--- config.mk ---
export PLATFORM = sky130hd
export DESIGN_NAME = demux3_1_pipe
export DESIGN_NICKNAME = d
export VERILOG_FILES = /design/src/rtl/demux3_1_pipe_pkg.sv /design/src/rtl/demux3_1_pipe_fifo2.sv /design/src/rtl/demux3_1_pipe.sv
export SDC_FILE = /design/constraint.sdc
export NUM_CORES = 1
export LEC_CHECK = 0
export ABC_AREA = 1
export BUFFER_PORTS_ARGS = -buffer_cell sky130_fd_sc_hd__clkbuf_2
export CORE_AREA = 5 5 130 132
export DETAILED_ROUTE_END_ITERATION = 12
export DIE_AREA = 0 0 135 137
export GPL_TIMING_DRIVEN = 0
export PLACE_DENSITY = 0.67
export REMOVE_ABC_BUFFERS = 1
export SYNTH_ARGS = -nofsm -noshare
export SYNTH_HDL_FRONTEND = slang
export SYNTH_SLANG_ARGS = --single-unit
--- constraint.sdc ---
create_clock -name clk -period 2.5 [get_ports clk]
set_input_delay 0.25 -clock clk [delete_from_list [all_inputs] [get_ports clk]]
set_output_delay 0.25 -clock clk [all_outputs]
set_load 0.05 [all_outputs]
--- src/rtl/demux3_1_pipe_pkg.sv ---
// Shared constants for the result router and the forwarding-mux select logic.
// Latency: n/a (declarations only).
// Backpressure: n/a.
package demux3_1_pipe_pkg;

  localparam int WIDTH_DEF = 16;

  // Destination select codes, same encoding the 3:1 forwarding mux consumes.
  typedef enum logic [1:0] {
    SEL_D0   = 2'd0,
    SEL_D1   = 2'd1,
    SEL_D2   = 2'd2,
    SEL_DROP = 2'd3
  } sel_e;

endpackage

--- src/rtl/demux3_1_pipe_fifo2.sv ---
// Two-entry synchronous FIFO with registered head.
// Latency: a push is visible on head one cycle later.
// Backpressure: push ignored when full unless a pop frees a slot the same cycle.
module fifo2 #(
  parameter int W = 16
) (
  input  logic         clk,
  input  logic         rst_n,
  input  logic         push,
  input  logic [W-1:0] din,
  input  logic         pop,
  output logic         full,
  output logic         empty,
  output logic [W-1:0] head
);

  logic [1:0]   cnt;
  logic [W-1:0] mem0;   // head slot
  logic [W-1:0] mem1;   // second slot
  logic         push_ok;
  logic         pop_ok;

  assign full  = (cnt == 2'd2);
  assign empty = (cnt == 2'd0);
  assign head  = mem0;

  // Qualify requests against occupancy so the FIFO protects itself.
  always_comb begin
    push_ok = push && (!full || pop);
    pop_ok  = pop && !empty;
  end

  // Storage and occupancy update; the head slot always holds the oldest word.
  always_ff @(posedge clk or negedge rst_n) begin
    if (!rst_n) begin
      cnt  <= 2'd0;
      mem0 <= '0;
      mem1 <= '0;
    end else begin
      case ({push_ok, pop_ok})
        2'b10: begin
          if (cnt == 2'd0) mem0 <= din;
          else             mem1 <= din;
          cnt <= cnt + 2'd1;
        end
        2'b01: begin
          mem0 <= mem1;
          cnt  <= cnt - 2'd1;
        end
        2'b11: begin
          // Count unchanged; the new word lands behind whatever remains.
          if (cnt == 2'd1) begin
            mem0 <= din;
          end else begin
            mem0 <= mem1;
            mem1 <= din;
          end
        end
        default: ;
      endcase
    end
  end

endmodule

--- src/rtl/demux3_1_pipe.sv ---
// Routes one valid/ready stream to d0/d1/d2 by select; select 3 drops and counts.
// Latency: 1 cycle from input accept to destination valid.
// Backpressure: in_ready follows only the selected FIFO's full flag; drops always accepted.
module demux3_1_pipe
  import demux3_1_pipe_pkg::*;
#(
  parameter int WIDTH = WIDTH_DEF,
  parameter int CNT_W = 8
) (
  input  logic             clk,
  input  logic             rst_n,
  input  logic             in_valid,
  output logic             in_ready,
  input  logic [WIDTH-1:0] in_data,
  input  logic [1:0]       in_sel,
  output logic             d0_valid,
  input  logic             d0_ready,
  output logic [WIDTH-1:0] d0_data,
  output logic             d1_valid,
  input  logic             d1_ready,
  output logic [WIDTH-1:0] d1_data,
  output logic             d2_valid,
  input  logic             d2_ready,
  output logic [WIDTH-1:0] d2_data,
  output logic [CNT_W-1:0] drop_cnt
);

  logic [2:0]       push;
  logic [2:0]       pop;
  logic [2:0]       full;
  logic [2:0]       empty;
  logic [WIDTH-1:0] head [3];
  logic             accept;
  logic             drop_vld;

  assign pop = {d2_ready, d1_ready, d0_ready};

  // Ready mux: only the selected FIFO's fullness matters; drops never stall.
  always_comb begin
    in_ready = 1'b1;
    case (sel_e'(in_sel))
      SEL_D0:  in_ready = !full[0];
      SEL_D1:  in_ready = !full[1];
      SEL_D2:  in_ready = !full[2];
      default: in_ready = 1'b1;
    endcase
  end

  // Select decode into per-FIFO push enables and the drop strobe.
  always_comb begin
    accept   = in_valid && in_ready;
    push     = 3'b000;
    drop_vld = 1'b0;
    case (sel_e'(in_sel))
      SEL_D0:  push[0]  = accept;
      SEL_D1:  push[1]  = accept;
      SEL_D2:  push[2]  = accept;
      default: drop_vld = accept;
    endcase
  end

  for (genvar k = 0; k < 3; k++) begin : g_fifo
    fifo2 #(.W(WIDTH)) u_fifo (
      .clk   (clk),
      .rst_n (rst_n),
      .push  (push[k]),
      .din   (in_data),
      .pop   (pop[k]),
      .full  (full[k]),
      .empty (empty[k]),
      .head  (head[k])
    );
  end

  assign d0_valid = !empty[0];
  assign d1_valid = !empty[1];
  assign d2_valid = !empty[2];
  assign d0_data  = head[0];
  assign d1_data  = head[1];
  assign d2_data  = head[2];

  // Saturating count of discarded words.
  always_ff @(posedge clk or negedge rst_n) begin
    if (!rst_n) begin
      drop_cnt <= '0;
    end else if (drop_vld && (drop_cnt != {CNT_W{1'b1}})) begin
      drop_cnt <= drop_cnt + 1'b1;
    end
  end

endmodule

==> results.cfg <==
[grt]
antenna_found_initial = 0
grtUsageTotal_pct = 14.90
overflow = 0
grt_max_degree = 111
grt_pass1_vias = 4204
grt_pass1_wl_um = 21980

[finish]
final_util_pct = 41.83
n_fill_cell = 1553
area_delta_synth_final_pct = 22.39
finalNonFillerCells = 927
n_antenna_cell = 0
finalNetCount = 749
drive_above_1_share_pct = 20.68

[drt]
routedWlPerCell_um = 14.67
ant_nets = 0
drt-total-wl_um = 13600
firstDrtPassIters = 4
num_vias = 4488
vias_per_cell = 4.841
drcViolationCount = 0
drt_iter0_drc = 329

[setup_path]
cp-startpoint = g_fifo[1].u_fifo.cnt[0]
cp-start-kind = register
cp_common_cell = buf_4
cpMaxStageDelayCell = dfrtp_1
path_class = register to register
cp.required_ns = 2.73
cp.arrival_ns = 2.51
end_kind = register
crit_path_end = g_fifo[1].u_fifo.mem1[10]
r2r-start = g_fifo[1].u_fifo.cnt[0]
worstPathMaxFanout = 20
reg2reg_slack_ns = 0.22
max_stage_delay_ns = 0.37
r2r_cells = 11
r2r_end = g_fifo[1].u_fifo.mem1[10]
path_cells = inv_1 -> ha_1 -> inv_2 -> nand2_8 -> inv_4 -> ha_2 -> nand2_1 -> o211ai_1 -> buf_4 -> buf_4 -> o21ai_0

[die]
die-width_um = 135
rows = 46
die_y_um = 137
core-area_um2 = 15600
top_level_ports = 84
start_util_pct = 34.18
fp.dieArea_um2 = 18500

[cts]
cts_tree = yes
cts_sinks = 110
path_clk_slew_ns = 0.07
clk-insertion-delay-late_ns = 0.36
cts_root_buf = clkbuf_16
cts_buffer_depth = 2
htreeDepth = 3
cts_buffers = 9

[worst_hold_path]
min_path_type = primary input to asynchronous set/reset pin

[yosys]
netlist_top_cells_count = 175 x nand2_1, 110 x dfrtp_1, 101 x nand3_1, 101 x o21ai_0, 35 x inv_1
ys_top_cells_by_area = dfrtp_1 52%, nand2_1 12%, nand3_1 9.5%
post-synth-top-count-cell = nand2_1
yosysSeqAreaShare_pct = 51.63
yosys_warnings = 0
yosysTopAreaCellShare_pct = 51.63
synthCells = 623
synth_seq_cells = 110
ys.flop_type = dfrtp_1
synth_edf_count = 0
yosys.area.top_type = dfrtp_1
syn_avg_cell_area_um2 = 8.558
synthArstFlopShare_pct = 100.0
syn-cell-area_um2 = 5331
ys_types = 25

[sta]
max-slew-margin-rel_pct = 39.45
slew_violations = 0
min_period_ns = 2.277
fin_skew_ns = 0.006909
setup_viol = 0
hold_viol_final = 3
layout_setup_ws_ns = 0.2234
worstMarginPinSlew_ns = 0.9082
fmax_mhz = 439.2
whs_ns = -0.01369
min_period_over_period_pct = 91.06

[power]
switching_share_pct = 47.26
pwr-share-clk_pct = 18.1
power_frac_seq_pct = 34.6
power_switching_w = 0.004130
p_leak_nw = 3.220
cellPowerDensity_nw_per_um2 = 1339
design_power_total_w = 0.008740
intPower_w = 0.004610
vdd_ir_drop_max_mv = 0.8680
power_frac_comb_pct = 47.3

[outcome]
violations = hold timing
status = complete, but fails checks

[placed_design]
dp.final_hpwl_um = 9114
dp_cells = 897
detailedPlace.worstSlack_ns = -1.090
port_buffers = 83
gp_congestion = 0.7911

[job]
cap_viol_max_count = 0
-- worst min path at each step --
| stage | from | end | slack, ns | cells past startpoint |
|---|---|---|---|---|
| floorplan | rst_n | drop_cnt[0] | -0.05 | 0 |
| finish | rst_n | drop_cnt[2] | -0.01 | 1 |
| global route | rst_n | drop_cnt[2] | 0.04 | 1 |
| detailed placement | rst_n | drop_cnt[2] | 0.43 | 1 |
| CTS | rst_n | drop_cnt[2] | 0.05 | 1 |
| global placement | g_fifo[0].u_fifo.mem1[15] | g_fifo[0].u_fifo.mem1[15] | 0.47 | 2 |
-- cells by family after synthesis --
family                   Yosys count  synth area share, %
AO/OA/AOI/OAI                    114                10.98
adder cells (fa/ha/maj)           19                4.459
flip-flops                       110                51.63
XOR/XNOR                          10                1.643
buffers and inverters             74                6.078
AND/OR/NAND/NOR                  296                25.21
-- critical path: cells and delay by family (launching register included) --
kind	cells	cell delay, ns
buf+inv	5	0.80
fa+ha+maj	2	0.54
flops	1	0.37
compound gates	2	0.22
simple gates	2	0.20
-- flip-flops by register name, indices dropped and copies added, names as in the netlist --
signal and flops:
drop_cnt 8, g_fifo.u_fifo.head 48, g_fifo.u_fifo.cnt 6, g_fifo.u_fifo.mem1 48
-- repair_timing --
| action | 4_1_cts | 5_1_grt |
|---|---|---|
| setup endpoints to repair | 96 | 78 |
| hold buffers | 0 | 0 |
| gates resized for setup | 23 | 9 |
| buffers inserted | 4 | 10 |
| pin swaps | 3 | 4 |
-- layer usage --
layer	wire (µm)	GRT usage, %	share of wire, %	up-vias
met5	0	0	0	-
met4	123	3.359	0.90	0
met3	667	3.897	4.9	12
met2	6430	23.65	47	99
met1	6376	20.58	47	2161
li1	-	-	-	2216
-- metrics by stage --
step / hold WS (ns) / TNS, ns / area (µm²)
after global placement: 0.4661 / -171.34 / 5854
after global routing: 0.03744 / -0.004294 / 6525
after floorplan: -0.04559 / -46.73 / 5169
after CTS: 0.04781 / -0.001505 / 6379
after detailed placement: 0.4335 / -73.19 / 5912
final: -0.01369 / 0 / 6525
-- cells in the final DEF, fill, tap and decap left out --
master     instances
ha_2               2
inv_1             34
ha_1              16
nand4_1            1
clkbuf_1           2
clkbuf_2          82
nand2_8            3
nand3_4            1
o21ai_1            4
nor3_1             2
inv_2              6
inv_6              3
clkbuf_16          9
nand2_1          172
nand3_1          101
buf_12             3
nor2_4             1
o21ai_0          101
inv_8              2
xnor2_1           10
nand2_4            3
nand2_2            1
clkbuf_8           1
and3_1             1
nand4_4            3
o211ai_1           3
o21bai_4           3
ha_4               1
bufinv_16          2
nor2_1             7
dfrtp_1          110
a21oi_4            3
buf_4             16
inv_4              1
buf_6              1
-- power groups by stage --
stage	registers (W)	logic, W	clock network [W]
5_1_grt	0.00313	0.00452	0.00170
3_3_place_gp	0.00304	0.00380	0
2_1_floorplan	0.00427	0.00161	0
3_5_place_dp	0.00306	0.00386	0
6_report	0.00302	0.00413	0.00158
4_1_cts	0.00303	0.00403	0.00162
-- cell type report --
| type | count | area (µm²) | share of cell area [%] |
|---|---|---|---|
| multi-input combinational | 439 | 2389 | 36.61 |
| clock inverter | 5 | 88.84 | 1.361 |
| sequential | 110 | 2753 | 42.19 |
| tap | 216 | 270.3 | 4.142 |
| clock buffer | 11 | 232.7 | 3.567 |
| timing repair buffer | 103 | 615.6 | 9.434 |
| inverter | 43 | 176.4 | 2.704 |
(Power assumes the default switching activity.)
